==> config.mk <==
export PLATFORM = sky130hd
export DESIGN_NAME = clk_en_monitor
export DESIGN_NICKNAME = d
export VERILOG_FILES = /design/src/rtl/core_config_pkg.sv /design/src/rtl/edge_period_counter.sv /design/src/rtl/clk_en_monitor.sv
export SDC_FILE = /design/constraint.sdc
export NUM_CORES = 1
export LEC_CHECK = 0
export CORE_MARGIN = 8
export CORE_UTILIZATION = 49
export DETAILED_ROUTE_END_ITERATION = 10
export PLACE_DENSITY = 0.73
export SLEW_MARGIN = 25
export SYNTH_ARGS = -nofsm -noshare
export SYNTH_HDL_FRONTEND = slang
export SYNTH_SLANG_ARGS = --single-unit
==> constraint.sdc <==
create_clock -name clk -period 1.78 [get_ports clk]
set_input_delay 0.356 -clock clk [delete_from_list [all_inputs] [get_ports clk]]
set_output_delay 0.356 -clock clk [all_outputs]
set_load 0.005 [all_outputs]
==> src/rtl/core_config_pkg.sv <==
// Core clocking configuration shared by the clock-enable generator and its monitor.
// Holds the frequency plan, monitor state encoding and the common high-time formula.
package core_config_pkg;

   localparam int REF_CLK_FREQ  = 100_000_000;
   localparam int CORE_CLK_FREQ = 25_000_000;
   localparam int CORE_CLK_DUTY = 50;

   typedef enum logic [1:0] {
      IDLE,
      MEASURE,
      LOCKED
   } clk_mon_state_t;

   // Generator and monitor both call this so their notion of high time cannot diverge.
   function automatic int calc_exp_high(input int exp_period, input int duty_pct);
      return ((exp_period - 1) * duty_pct) / 100 + 1;
   endfunction

endpackage

==> src/rtl/edge_period_counter.sv <==
// Rising-edge detector plus saturating period and high-time counters for the enable line.
// Counters reload to 1 on each rising edge; a line already high out of reset is not an edge.
module edge_period_counter #(
   parameter int TIMEOUT = 8,
   parameter int W       = $clog2(TIMEOUT + 1)
) (
   input  logic         clk,
   input  logic         rst,
   input  logic         clk_en_in,
   output logic         rise_o,
   output logic [W-1:0] per_cnt_o,
   output logic [W-1:0] high_cnt_o
);

   localparam logic [W-1:0] SAT = W'(TIMEOUT);
   localparam logic [W-1:0] ONE = W'(1);

   logic         prev_q;
   logic [W-1:0] per_cnt_q;
   logic [W-1:0] per_cnt_d;
   logic [W-1:0] high_cnt_q;
   logic [W-1:0] high_cnt_d;

   assign rise_o     = clk_en_in & ~prev_q;
   assign per_cnt_o  = per_cnt_q;
   assign high_cnt_o = high_cnt_q;

   always_comb begin
      per_cnt_d  = per_cnt_q;
      high_cnt_d = high_cnt_q;
      if (rise_o) begin
         per_cnt_d  = ONE;
         high_cnt_d = ONE;
      end else begin
         if (per_cnt_q != SAT) begin
            per_cnt_d = per_cnt_q + ONE;
         end
         if (clk_en_in && (high_cnt_q != SAT)) begin
            high_cnt_d = high_cnt_q + ONE;
         end
      end
   end

   // prev resets high so a level already asserted at release is not taken as an edge.
   always_ff @(posedge clk) begin
      if (rst) begin
         prev_q     <= 1'b1;
         per_cnt_q  <= '0;
         high_cnt_q <= '0;
      end else begin
         prev_q     <= clk_en_in;
         per_cnt_q  <= per_cnt_d;
         high_cnt_q <= high_cnt_d;
      end
   end

endmodule

==> src/rtl/clk_en_monitor.sv <==
// Checks period and high time of the core clock-enable train; locks after LOCK_COUNT good cycles.
// All outputs registered, one cycle after the sampled edge; err pulses on bad samples and stalls.
module clk_en_monitor #(
   parameter int REF_CLK_FREQ  = core_config_pkg::REF_CLK_FREQ,
   parameter int CORE_CLK_FREQ = core_config_pkg::CORE_CLK_FREQ,
   parameter int CORE_CLK_DUTY = core_config_pkg::CORE_CLK_DUTY,
   parameter int TOL           = 0,
   parameter int LOCK_COUNT    = 4,
   localparam int EXP_PERIOD   = REF_CLK_FREQ / CORE_CLK_FREQ,
   localparam int TIMEOUT      = 2 * EXP_PERIOD,
   localparam int W            = $clog2(TIMEOUT + 1)
) (
   input  logic         clk,
   input  logic         rst,
   input  logic         clk_en_in,
   output logic         locked,
   output logic         err,
   output logic [7:0]   err_count,
   output logic [W-1:0] period,
   output logic [W-1:0] high_time
);

   import core_config_pkg::*;

   localparam int EXP_HIGH = calc_exp_high(EXP_PERIOD, CORE_CLK_DUTY);
   localparam int PER_LO   = EXP_PERIOD - TOL;
   localparam int PER_HI   = EXP_PERIOD + TOL;
   localparam int HIGH_LO  = EXP_HIGH - TOL;
   localparam int HIGH_HI  = EXP_HIGH + TOL;
   localparam int GW       = $clog2(LOCK_COUNT + 1);
   localparam logic [GW-1:0] LOCK_CNT = GW'(LOCK_COUNT);

   if ((EXP_PERIOD < 2) || (EXP_HIGH >= EXP_PERIOD)) begin : g_bad_cfg
      $error("clk_en_monitor: configured enable train has no edges");
   end
   if (LOCK_COUNT < 1) begin : g_bad_lock
      $error("clk_en_monitor: LOCK_COUNT must be at least 1");
   end

   logic         rise;
   logic [W-1:0] per_cnt;
   logic [W-1:0] high_cnt;
   logic         good;
   logic         timeout;

   clk_mon_state_t state_q, state_d;
   logic [GW-1:0]  good_cnt_q, good_cnt_d;
   logic           locked_q, locked_d;
   logic           err_q, err_d;
   logic [7:0]     err_count_q, err_count_d;
   logic [W-1:0]   period_q, period_d;
   logic [W-1:0]   high_time_q, high_time_d;

   edge_period_counter #(
      .TIMEOUT (TIMEOUT),
      .W       (W)
   ) u_edge_period_counter (
      .clk        (clk),
      .rst        (rst),
      .clk_en_in  (clk_en_in),
      .rise_o     (rise),
      .per_cnt_o  (per_cnt),
      .high_cnt_o (high_cnt)
   );

   // Counters still hold the finished cycle's values in the edge cycle; reload happens after.
   assign good = (int'(per_cnt) >= PER_LO) && (int'(per_cnt) <= PER_HI) &&
                 (int'(high_cnt) >= HIGH_LO) && (int'(high_cnt) <= HIGH_HI);
   assign timeout = (per_cnt == W'(TIMEOUT));

   always_comb begin
      state_d     = state_q;
      good_cnt_d  = good_cnt_q;
      err_d       = 1'b0;
      period_d    = period_q;
      high_time_d = high_time_q;
      case (state_q)
         IDLE: begin
            if (rise) begin
               state_d    = MEASURE;
               good_cnt_d = '0;
            end
         end
         MEASURE, LOCKED: begin
            if (rise) begin
               period_d    = per_cnt;
               high_time_d = high_cnt;
               if (!good) begin
                  err_d      = 1'b1;
                  good_cnt_d = '0;
                  state_d    = MEASURE;
               end else if (state_q == MEASURE) begin
                  good_cnt_d = good_cnt_q + 1'b1;
                  if (good_cnt_d == LOCK_CNT) begin
                     state_d = LOCKED;
                  end
               end
            end else if (timeout) begin
               // Stall: IDLE does not re-arm, so one pulse per stuck period.
               err_d      = 1'b1;
               good_cnt_d = '0;
               state_d    = IDLE;
            end
         end
         default: begin
            state_d = IDLE;
         end
      endcase
      err_count_d = (err_d && (err_count_q != 8'hFF)) ? err_count_q + 8'd1 : err_count_q;
      locked_d    = (state_d == LOCKED);
   end

   always_ff @(posedge clk) begin
      if (rst) begin
         state_q     <= IDLE;
         good_cnt_q  <= '0;
         locked_q    <= 1'b0;
         err_q       <= 1'b0;
         err_count_q <= '0;
         period_q    <= '0;
         high_time_q <= '0;
      end else begin
         state_q     <= state_d;
         good_cnt_q  <= good_cnt_d;
         locked_q    <= locked_d;
         err_q       <= err_d;
         err_count_q <= err_count_d;
         period_q    <= period_d;
         high_time_q <= high_time_d;
      end
   end

   assign locked    = locked_q;
   assign err       = err_q;
   assign err_count = err_count_q;
   assign period    = period_q;
   assign high_time = high_time_q;

endmodule

# Word-level counts from Yosys, hierarchy flattened
# Index checks and enable logic that the tools add are counted.
# word_totals
register_bits	32
input_bits	3
word_cells	67
# classes
add_sub_neg	4
magnitude_cmp	4
n_eq_ne	11
mux	21
bitwise_logic	2
reduce_logical	13
# op_table
op	count
two-way mux 3 bit	5
two-way mux 2 bit	6
!= test 4 bit (second input constant)	3
adder 4 x 1 -> 4 bit (second input constant)	2
adder 8 x 1 -> 8 bit (second input constant)	1
two-way mux 1 bit	8
!= test 8 bit (second input constant)	1
case mux 3 bit (2 select lines)	1
nonzero test 2 bit	3
logical AND 1 bit	5
== test 2 bit (second input constant)	2
== test 4 bit (second input constant)	1
greater-or-equal comparator 4 x 2 -> 1 bit (second input constant)	1
greater-or-equal comparator 4 x 3 -> 1 bit (second input constant)	1
<= comparator 4 x 2 -> 1 bit (second input constant)	1
<= comparator 4 x 3 -> 1 bit (second input constant)	1
case mux 2 bit (2 select lines)	1
AND reduction 4 bit	1
OR reduction 2 bit	2
adder 3 x 1 -> 3 bit (second input constant)	1
== test 3 bit (second input constant)	1
!= test 3 bit (second input constant)	1
== test 2 x 1 -> 1 bit (second input constant)	1
logical NOT 2 bit	1
4 further kinds	4

# Longest topological paths before layout
# Gate-level depths: netlist of the first run.
# depth
depth_word	8
depth_mapped	7

# By module
# From an unflattened synthesis of the first run, not the netlist that was laid out.
# hier_totals
hier_cells	177
area_unflattened_um2	1535.2
# by_module_without_submodules
module	n_inst	cells_each	area_each_um2	seq_area_each_um2
clk_en_monitor	1	129	1103.6	460.4
edge_period_counter	1	48	431.7	180.2

# Worst setup path after synthesis of the first run
# Ideal clock, no wire load.
# synth_path
path_kind	register to register
from	reg u_edge_period_counter.high_cnt_q[3] (netlist: u_edge_period_counter.high_cnt_o[3])
to	reg err_count_q[3] (netlist: err_count[3])
t_arrival_ns	1.759
setup_slack_ns	-0.099
stages_incl_launch_ff	6
period_less_slack_ns	1.879
path_cell_list	dfxtp_1 > or4b_4 > nor3_1 > nor3b_2 > nand4_1 > mux2_2
# synth_via
elab_chain_cells	7
word_cells_on_any_way	8
# synth_lines
item	line_no	source
start, declared	edge_period_counter.sv:21	logic [W-1:0] high_cnt_q;
start signal, assigned	edge_period_counter.sv:53	high_cnt_q <= high_cnt_d;
greater-or-equal comparator 4 x 2 -> 1 bit	clk_en_monitor.sv:68	(int'(high_cnt) >= HIGH_LO) && (int'(high_cnt) <= HIGH_HI);
logical AND 1 bit	clk_en_monitor.sv:67	assign good = (int'(per_cnt) >= PER_LO) && (int'(per_cnt) <= PER_HI) &&
logical AND 1 bit (*)	clk_en_monitor.sv:68	
two-way mux 1 bit (*)	clk_en_monitor.sv:88	if (!good) begin
two-way mux 1 bit (*)	clk_en_monitor.sv:85	if (rise) begin
two-way mux 1 bit (*)	clk_en_monitor.sv:77	case (state_q)
logical AND 1 bit (*)	clk_en_monitor.sv:109	err_count_d = (err_d && (err_count_q != 8'hFF)) ? err_count_q + 8'd1 : err_count_q;
end signal, assigned	clk_en_monitor.sv:127	err_count_q <= err_count_d;
end, declared	clk_en_monitor.sv:50	logic [7:0] err_count_q, err_count_d;
# Mark *: on every way between the ends. The rest lies on a longest branch, timed or not.
# A chain may end at the register's enable or synchronous reset.

# Worst setup path in the final report of the first run
# layout_path
from	reg u_edge_period_counter.high_cnt_q[3] (netlist: u_edge_period_counter.high_cnt_o[3])
to	reg locked_q (netlist: locked)
# layout_via
elab_chain_cells	7
word_cells_on_any_way	8
# layout_lines
item	line_no	source
greater-or-equal comparator 4 x 2 -> 1 bit	clk_en_monitor.sv:68	
logical AND 1 bit	clk_en_monitor.sv:67	
logical AND 1 bit (*)	clk_en_monitor.sv:68	
two-way mux 2 bit (*)	clk_en_monitor.sv:88	
two-way mux 2 bit (*)	clk_en_monitor.sv:85	
case mux 2 bit (2 select lines) (*)	clk_en_monitor.sv:77	
== test 2 bit (*)	clk_en_monitor.sv:110	locked_d = (state_d == LOCKED);
end signal, assigned	clk_en_monitor.sv:125	locked_q <= locked_d;
end, declared	clk_en_monitor.sv:48	logic locked_q, locked_d;
# Marked as above.

==> impl_metrics.tcl, run 1 <==
set metrics [dict create \
    syn_area_um2 1600 \
    hpwl_um 2750 \
    worst-path-max-fanout 3 \
    min_delay_path_depth 2 \
    ctsRootBufferMaster "clkbuf_4" \
    core-area_um2 3080 \
    rsz0062_at_grt "yes" \
    tightest_slew_ns 0.393 \
    ys_top_cells_by_area "dfxtp_1, ha_1, a21oi_1" \
    drc_errors 0 \
    slew_headroom_pct 73.5 \
    synth.top_cell.area_share_pct 40.1 \
    period_needed_ns 1.93 \
    clk_pin_slew_ns 0.09 \
    hold_end "high_time[0]$_SDFFE_PP0P_" \
    via_count 1437 \
    fin_skew_ns 0.00771 \
    core.rowCount 20 \
    synth-seq-cells 32 \
    grt_use_total_pct 14.7 \
    dp_slack_ns -0.436 \
    grt_pass1_wl_um 6240 \
    worstPathArrival_ns 2.20 \
    cts_buffers 5 \
    max_freq_ghz 0.519 \
    finalHoldViolCount 0 \
    seq_area_frac_synth_pct 40.1 \
    cts.sinks 32 \
    use_met1_pct 16.7 \
    crit_required_ns 2.05 \
    grt_overflow_total 0 \
    clk-insertion-delay-late_ns 0.33 \
    h-tree-depth 2 \
    cts_buffer_depth 2 \
    crit_path_start_kind "register" \
    setup-tns-final_ns -0.597 \
    worst_slack_ns -0.145 \
    layout-drive-gt1-share_pct 27.1 \
    synthDistinctLibCells 38 \
    seq_area_um2 642 \
    ir_drop_v 0.000520 \
    avgRoutedWirePerCell_um 13.6 \
    violations "setup timing" \
    die_h_um 73.1 \
    dr.pass1.iters 4 \
    criticalPathCategory "register to register" \
    yosys_warnings 0 \
    synth_top_area_cell "dfxtp_1" \
    whs_ns 0.465 \
    reg2reg_from "u_edge_period_counter.high_cnt_o[3]$_SDFFE_PP0P_" \
    hp-start "high_time[0]$_SDFFE_PP0P_" \
    cts_tree "yes" \
    final_cell_mix "dfxtp_1, buf_4, clkdlybuf4s50_1, a21oi_1, nand2_1" \
    drt-initial-drc-count 78 \
    start_util_pct 51.9 \
    grt_pass1_vias 1369 \
    p_leak_nw 0.855 \
    met3_usage_pct 4.95 \
    grt_max_degree 29 \
    busiest_layer "met2" \
    total_power_mw 1.51 \
    num_io_pins 21 \
    period_share_pct 108 \
    status "finished, violations left" \
    synth_cells 180 \
    n_antenna_cell 0 \
    drv_cap 0 \
    maxSlewViolCount 0 \
    hold_path.class "register to register" \
    final_common_cell "dfxtp_1" \
    nets 243 \
    synth.avg_cell_area_um2 8.87 \
    crit_path_end_kind "register" \
    powerDensity_nw_per_um2 683 \
    die_area_um2 5340 \
    rrSetupSlack_ns -0.15 \
    antenna_left 0 \
    final_util_pct 71.8 \
    via_per_inst 5.26 \
    reg2reg_to "locked$_SDFF_PP0_" \
    finalWeightedCongestion 0.890 \
    area_delta_synth_final_pct 38.4 \
    grt_use_met2_pct 24.4 \
    die_w_um 73.1 \
    setup_violations 10 \
    drt_wl_total_um 3700 \
    synth_fp_nets 195 \
    multi_input_area_um2 965 \
    r2r_cells 5 \
    antenna_found_initial 0 \
    filler_cell_count 252 \
    port_buffers 20 \
]
==> report_power, final <==
part / internal, mW / switching (mW)
combinational: 0.0735 / 0.0820
clock: 0.373 / 0.245
sequential: 0.729 / 0.00697
total: 1.18 / 0.334
==> per-stage QoR <==
step                      cell area (µm²)  std cells
after floorplan                      1620        180
final                                2210        273
after CTS                            2170        272
after global placement               2050        263
after global routing                 2210        273
after detailed placement             2050        263
==> registers in the layout, indices dropped and copies added, names as in the netlist, 2 cells and up <==
name,cells
u_edge_period_counter.per_cnt_o,4
state_q,2
good_cnt_q,3
period,4
high_time,4
err_count,8
u_edge_period_counter.high_cnt_o,4
==> worst max-delay path, cell delays in order (launching register included) <==
cell and delay, ns:
dfxtp_2 0.33, or4b_4 0.55, or3_4 0.37, a2111oi_4 0.30, o21a_2 0.19, o31a_1 0.12
==> cells by family after synthesis <==
kind of cell	after synthesis	share of synthesized area, %
AND/OR/NAND/NOR	77	27.2
AO/OA/AOI/OAI	33	13.3
flip-flops	32	40.1
buffers and inverters	15	3.53
adder cells (fa/ha/maj)	12	9.40
XOR/XNOR	8	4.39
multiplexers	3	2.04
==> synthesized netlist by cell type <==
cell type	count
dfxtp_1	32
o21ai_0	4
and3_1	2
mux2i_1	1
xnor2_1	5
nor2b_1	4
or4b_4	1
clkbuf_1	7
a21oi_1	20
nand2b_1	3
xor2_1	3
a2111oi_4	1
a21bo_2	1
nand4_1	4
or3_2	1
mux2_2	2
nand2_1	18
o21ba_1	1
and3b_2	1
nand3_1	13
o31a_1	1
a21o_1	1
o211ai_1	1
or3_4	1
or2_2	1
inv_1	8
ha_1	12
nand3b_1	3
and4b_1	1
nor3b_2	1
nor3_1	7
a31oi_1	2
or4_1	3
o21a_2	1
or2_1	1
nor4_1	1
nor2_1	8
and4_1	3
==> area by class of cell <==
| type | instances | area share, % |
|---|---|---|
| multi-input cells | 133 | 43.7 |
| flip-flops and latches | 32 | 29.0 |
| repair buffers | 48 | 19.1 |
| clock buffers | 7 | 2.94 |
| well taps | 44 | 2.49 |
| clock inverters | 1 | 1.36 |
| inverters | 8 | 1.36 |
==> worst max-delay path by stage <==
stage,slack (ns),to,start
floorplan,-0.04,good_cnt_q[2]$_SDFFE_PP0P_,u_edge_period_counter.high_cnt_o[3]$_SDFFE_PP0P_
global placement,-0.33,locked$_SDFF_PP0_,clk_en_in
detailed placement,-0.44,locked$_SDFF_PP0_,clk_en_in
CTS,-0.14,locked$_SDFF_PP0_,u_edge_period_counter.high_cnt_o[3]$_SDFFE_PP0P_
global route,-0.21,locked$_SDFF_PP0_,u_edge_period_counter.high_cnt_o[3]$_SDFFE_PP0P_
finish,-0.15,locked$_SDFF_PP0_,u_edge_period_counter.high_cnt_o[3]$_SDFFE_PP0P_
==> repair_timing <==
action                                  CTS  global route
resized for setup                         5             8
buffers inserted                          1             1
gates cloned                              0             0
pin swaps                                 4             4
endpoints found under the setup margin   10            13
hold buffers                              0             0
==> routing by layer <==
metal  share of wire [%]  wire length, µm
met5                   0                0
met4                 1.7               62
met3                 2.7               99
met2                  52             1940
met1                  43             1600
(Power assumes the default switching activity.)
==> inputs of run 2 (changes only) <==
--- a/config.mk
+++ b/config.mk
@@ -14,2 +14,3 @@
 export SYNTH_HDL_FRONTEND = slang
 export SYNTH_SLANG_ARGS = --single-unit
+export TNS_END_PERCENT = 100
==> constraint.sdc (replaced) <==
create_clock -name clk -period 1.78 [get_ports clk]
set_input_delay 0.356 -clock clk [delete_from_list [all_inputs] [get_ports clk]]
set_output_delay 0.356 -clock clk [all_outputs]
set_load 0.02 [all_outputs]
==> impl_metrics.tcl, run 2 (synthesis results as in run 1) <==
set metrics [dict create \
    die_area_um2 5340 \
    maxSlewViolCount 0 \
    setup_violations 9 \
    via_per_inst 5.30 \
    clk-insertion-delay-late_ns 0.33 \
    die_w_um 73.1 \
    start_util_pct 51.9 \
    dpl_cell_area_um2 2050 \
    layout-drive-gt1-share_pct 28.7 \
    worst_slack_ns -0.149 \
    drt-initial-drc-count 78 \
    worst-path-max-fanout 4 \
    dr.pass1.iters 4 \
    cts.sinks 32 \
    hold_path.class "input port to register" \
    max_freq_ghz 0.518 \
    core.rowCount 20 \
    fin_cells 274 \
    total_power_mw 1.36 \
    final_cell_mix "buf_4, dfxtp_1, a21oi_1, nand2_1, clkdlybuf4s50_1" \
    largest_reg_flops 8 \
    met1Wirelength_um 1650 \
    antenna_found_initial 0 \
    finalWeightedCongestion 0.910 \
    crit_required_ns 2.06 \
    clk_pin_slew_ns 0.09 \
    period_needed_ns 1.93 \
    grt_pass1_vias 1345 \
    die_h_um 73.1 \
    p_switching_uw 333 \
    switching_share_pct 24.4 \
    nets 245 \
    dr_wl_met2_um 1950 \
    finalHoldViolCount 0 \
    num_io_pins 21 \
    status "finished, violations left" \
    max_stage_delay_ns 0.56 \
    criticalPathCategory "register to register" \
    fin_skew_ns 0.00341 \
    cp_cell_sequence "or4b_4, or3_4, a2111oi_4, o21a_2, o31a_1" \
    cell_internal_pwr_mw 1.03 \
    port_buffers 20 \
    crit_path_end_kind "register" \
    drv_cap 0 \
    setup-tns-final_ns -0.529 \
    h-tree-depth 2 \
    route.met3.wl_um 115 \
    powerDensity_nw_per_um2 617 \
    dp_slack_ns -0.385 \
    grt_max_degree 29 \
    p_leak_nw 0.940 \
    whs_ns 0.434 \
    crit_path_start_kind "register" \
    antenna_left 0 \
    ctsRootBufferMaster "clkbuf_4" \
    grt_overflow_total 0 \
    final_util_pct 71.8 \
    combPwrFrac_pct 11.7 \
    tightest_slew_ns 0.388 \
    rsz0062_at_grt "yes" \
    hpwl_um 2690 \
    crit_path_top_delay_cell "or4b_4" \
    slew_headroom_pct 73.8 \
    cts_tree "yes" \
    highest-signal-layer "met4" \
    ir_drop_v 0.000550 \
    worstPathArrival_ns 2.21 \
    core-area_um2 3080 \
    final_common_cell "buf_4" \
    n_antenna_cell 0 \
    drc_errors 0 \
    power_frac_seq_pct 54.1 \
    violations "setup timing" \
    grt_use_total_pct 14.3 \
    grt_pass1_wl_um 6010 \
    cts_buffer_depth 2 \
    area_delta_synth_final_pct 38.5 \
    avgRoutedWirePerCell_um 13.9 \
    drt_wl_total_um 3800 \
    placedCellCount 263 \
    stdcell_area_um2 2210 \
    cts_buffers 5 \
    period_share_pct 108 \
    clkPwrFrac_pct 34.2 \
    via_count 1453 \
]
-- run 2: final timing paths --
kind                                                                       start                                       to  slack [ns]  cells after the start
worst min register to register                         high_time[2]$_SDFFE_PP0P_                high_time[2]$_SDFFE_PP0P_        0.46                      2
worst max-delay path            u_edge_period_counter.high_cnt_o[3]$_SDFFE_PP0P_                        locked$_SDFF_PP0_       -0.15                      5
worst min-delay path                                                   clk_en_in  u_edge_period_counter.prev_q$_SDFF_PP1_        0.43                      3
worst max register to register  u_edge_period_counter.high_cnt_o[3]$_SDFFE_PP0P_                        locked$_SDFF_PP0_       -0.15                      5
-- run 2: power by group through the flow --
stage | Sequential [mW] | Combinational (mW) | Clock (mW)
6_report | 0.738 | 0.160 | 0.466
5_1_grt | 0.740 | 0.175 | 0.502
4_1_cts | 0.736 | 0.149 | 0.474
3_5_place_dp | 0.753 | 0.146 | 0
3_3_place_gp | 0.752 | 0.142 | 0
2_1_floorplan | 0.759 | 0.0758 | 0
-- run 2: cell type report --
class                           count  area (µm²)
Multi-Input combinational cell    133         966
Clock buffer                        7        65.1
Timing Repair Buffer               50         449
Sequential cell                    32         646
Inverter                            8        30.0
Tap cell                           44        55.1
Fill cell                         250         867
-- run 2: what timing repair did --
action                     CTS  global route
pin swaps                    1            10
setup buffers                1             3
gates resized for setup      1            21
hold buffers                 0             0
setup endpoints to repair   11            17
-- run 2: worst max-delay path, delay by kind of cell (launching register included) --
family             cells  cell delay [ns]
AOI/OAI and AO/OA      3             0.61
and+or+nand+nor        2             0.94
DFF                    1             0.33
-- run 2: per-layer routing --
| metal | vias to the layer above | GRT usage [%] |
|---|---|---|
| li1 | 729 | - |
| met1 | 699 | 15.9 |
| met2 | 17 | 23.6 |
| met3 | 8 | 4.81 |
| met4 | 0 | 7.33 |
| met5 | - | 0 |
==> inputs of run 3 (changes only) <==
- CORE_UTILIZATION: 49 -> 54
- PLACE_DENSITY: 0.73 -> 0.76
- clock period: 1.78 -> 2 ns (I/O delays scaled with it)
==> impl_metrics.tcl, run 3 (synthesis results as in run 1) <==
set metrics [dict create \
    status "finished, final reports clean" \
    layout-drive-gt1-share_pct 18.0 \
    drc_errors 0 \
    reg2reg_from "u_edge_period_counter.high_cnt_o[3]$_SDFFE_PP0P_" \
    crit_path_top_delay_cell "or4b_4" \
    crit_path_end "locked$_SDFF_PP0_" \
    cts-resized-gates 0 \
    grt_use_total_pct 15.6 \
    nets 236 \
    core.rowCount 19 \
    final_common_cell "dfxtp_1" \
    area_delta_synth_final_pct 27.3 \
    startpoint "u_edge_period_counter.high_cnt_o[3]$_SDFFE_PP0P_" \
    total_power_mw 1.17 \
    criticalPathCategory "register to register" \
    stdcell_area_um2 2030 \
    start_util_pct 57.4 \
    met3_usage_pct 6.64 \
    hpwl_um 2880 \
    clk_pin_slew_ns 0.10 \
    busiest_layer "met2" \
    cts_tree "yes" \
    max_stage_delay_ns 0.55 \
    crit_path_start_kind "register" \
    r2r_cells 5 \
    clk-insertion-delay-late_ns 0.34 \
    grt_pass1_vias 1459 \
    core-area_um2 2780 \
    period_needed_ns 1.91 \
    use_met1_pct 18.4 \
    port_buffers 20 \
    slew_headroom_pct 72.2 \
    ir_drop_v 0.000593 \
    antenna_found_initial 0 \
    final_cell_mix "dfxtp_1, buf_4, a21oi_1, clkdlybuf4s50_1, nand2_1" \
    drt-initial-drc-count 104 \
    avgRoutedWirePerCell_um 14.8 \
    hold_path.class "register to register" \
    die_h_um 70.4 \
    filler_cell_count 224 \
    via_count 1431 \
    drv_cap 0 \
    worst_slack_ns 0.0884 \
    via_per_inst 5.66 \
    antenna_left 0 \
    ctsHoldBuffers 0 \
    crit_required_ns 2.28 \
    dp_slack_ns -0.162 \
    grt_max_degree 19 \
    worstPathArrival_ns 2.19 \
    dpl_cell_area_um2 1970 \
    cp_cell_sequence "or4b_4, or3_4, a2111oi_4, o21a_2, o31a_1" \
    worst-path-max-fanout 4 \
    cts_setup_buffers 0 \
    tightest_slew_ns 0.412 \
    finalHoldViolCount 0 \
    cts.sinks 32 \
    grt_overflow_total 0 \
    cts_buffers 5 \
    crit_path_end_kind "register" \
    maxSlewViolCount 0 \
    grt_use_met2_pct 23.8 \
    period_share_pct 95.6 \
    die_w_um 70.4 \
    ctsRootBufferMaster "clkbuf_4" \
    cts_buffer_depth 2 \
    dr.pass1.iters 4 \
    max_freq_ghz 0.523 \
    drt_wl_total_um 3750 \
    die_area_um2 4950 \
    setup_violations 0 \
    reg2reg_to "locked$_SDFF_PP0_" \
    powerDensity_nw_per_um2 576 \
    finalWeightedCongestion 0.878 \
    p_leak_nw 0.774 \
    largest_reg_flops 8 \
    rsz0062_at_grt "no" \
    fin_skew_ns 0.0166 \
    num_io_pins 21 \
    setup-tns-final_ns 0 \
    n_antenna_cell 0 \
    h-tree-depth 2 \
    grt_pass1_wl_um 6400 \
    rrSetupSlack_ns 0.09 \
]
## run 3: cell count changes in the layout (fill, tap and decap cells not counted), moves of 3 or more
| cell | change |
|---|---|
| dlymetal6s2s_1 | -5 |
| dfxtp_2 | -4 |
| clkdlybuf4s50_1 | +6 |
| buf_4 | -8 |
| ha_1 | +3 |
| dfxtp_1 | +4 |
## run 3: critical path, delay by kind of cell (launching register included)
family | cells | cell delay [ns]
AO/OA/AOI/OAI | 3 | 0.58
flip-flops | 1 | 0.32
AND/OR/NAND/NOR | 2 | 0.95
## run 3: cell type report
cell class                      instances  area [µm²]  area share, %
Clock buffer                            7        55.1           2.71
Clock inverter                          1        7.51          0.369
Inverter                                8        30.0           1.48
Multi-Input combinational cell        133         902           44.4
Sequential cell                        32         641           31.5
Tap cell                               31        38.8           1.91
Timing Repair Buffer                   41         358           17.6
## run 3: worst min-delay path by stage
stage | startpoint | to | slack [ns] | depth (start not counted)
finish | high_time[2]$_SDFFE_PP0P_ | high_time[2]$_SDFFE_PP0P_ | 0.46 | 2
global route | high_time[1]$_SDFFE_PP0P_ | high_time[1]$_SDFFE_PP0P_ | 0.49 | 2
CTS | high_time[3]$_SDFFE_PP0P_ | high_time[3]$_SDFFE_PP0P_ | 0.47 | 2
detailed placement | high_time[3]$_SDFFE_PP0P_ | high_time[3]$_SDFFE_PP0P_ | 0.45 | 2
global placement | period[1]$_SDFFE_PP0P_ | period[1]$_SDFFE_PP0P_ | 0.44 | 2
floorplan | good_cnt_q[1]$_SDFFE_PP0P_ | good_cnt_q[1]$_SDFFE_PP0P_ | 0.45 | 2
## run 3: through the flow
step | hold slack, ns | utilization (%) | instances
6_report | 0.464 | 73.1 | 253
5_1_grt | 0.491 | 73.1 | 253
4_1_cts | 0.465 | 73.0 | 253
3_5_place_dp | 0.450 | 70.7 | 245
3_3_place_gp | 0.445 | 70.7 | 245
2_1_floorplan | 0.452 | - | 180
## run 3: where the power goes
part	leakage, nW	internal, mW	switching [mW]
clock network	0.0315	0.172	0.225
registers	0.259	0.649	0.0123
logic	0.484	0.0509	0.0623
## run 3: routing by layer
layer  routed length (µm)  share of wire [%]  vias up
met2                 1750                 47       36
met4                   55                1.5        0
met1                 1750                 47      673
li1                     -                  -      715
met5                    0                  0        -
met3                  198                5.3        7
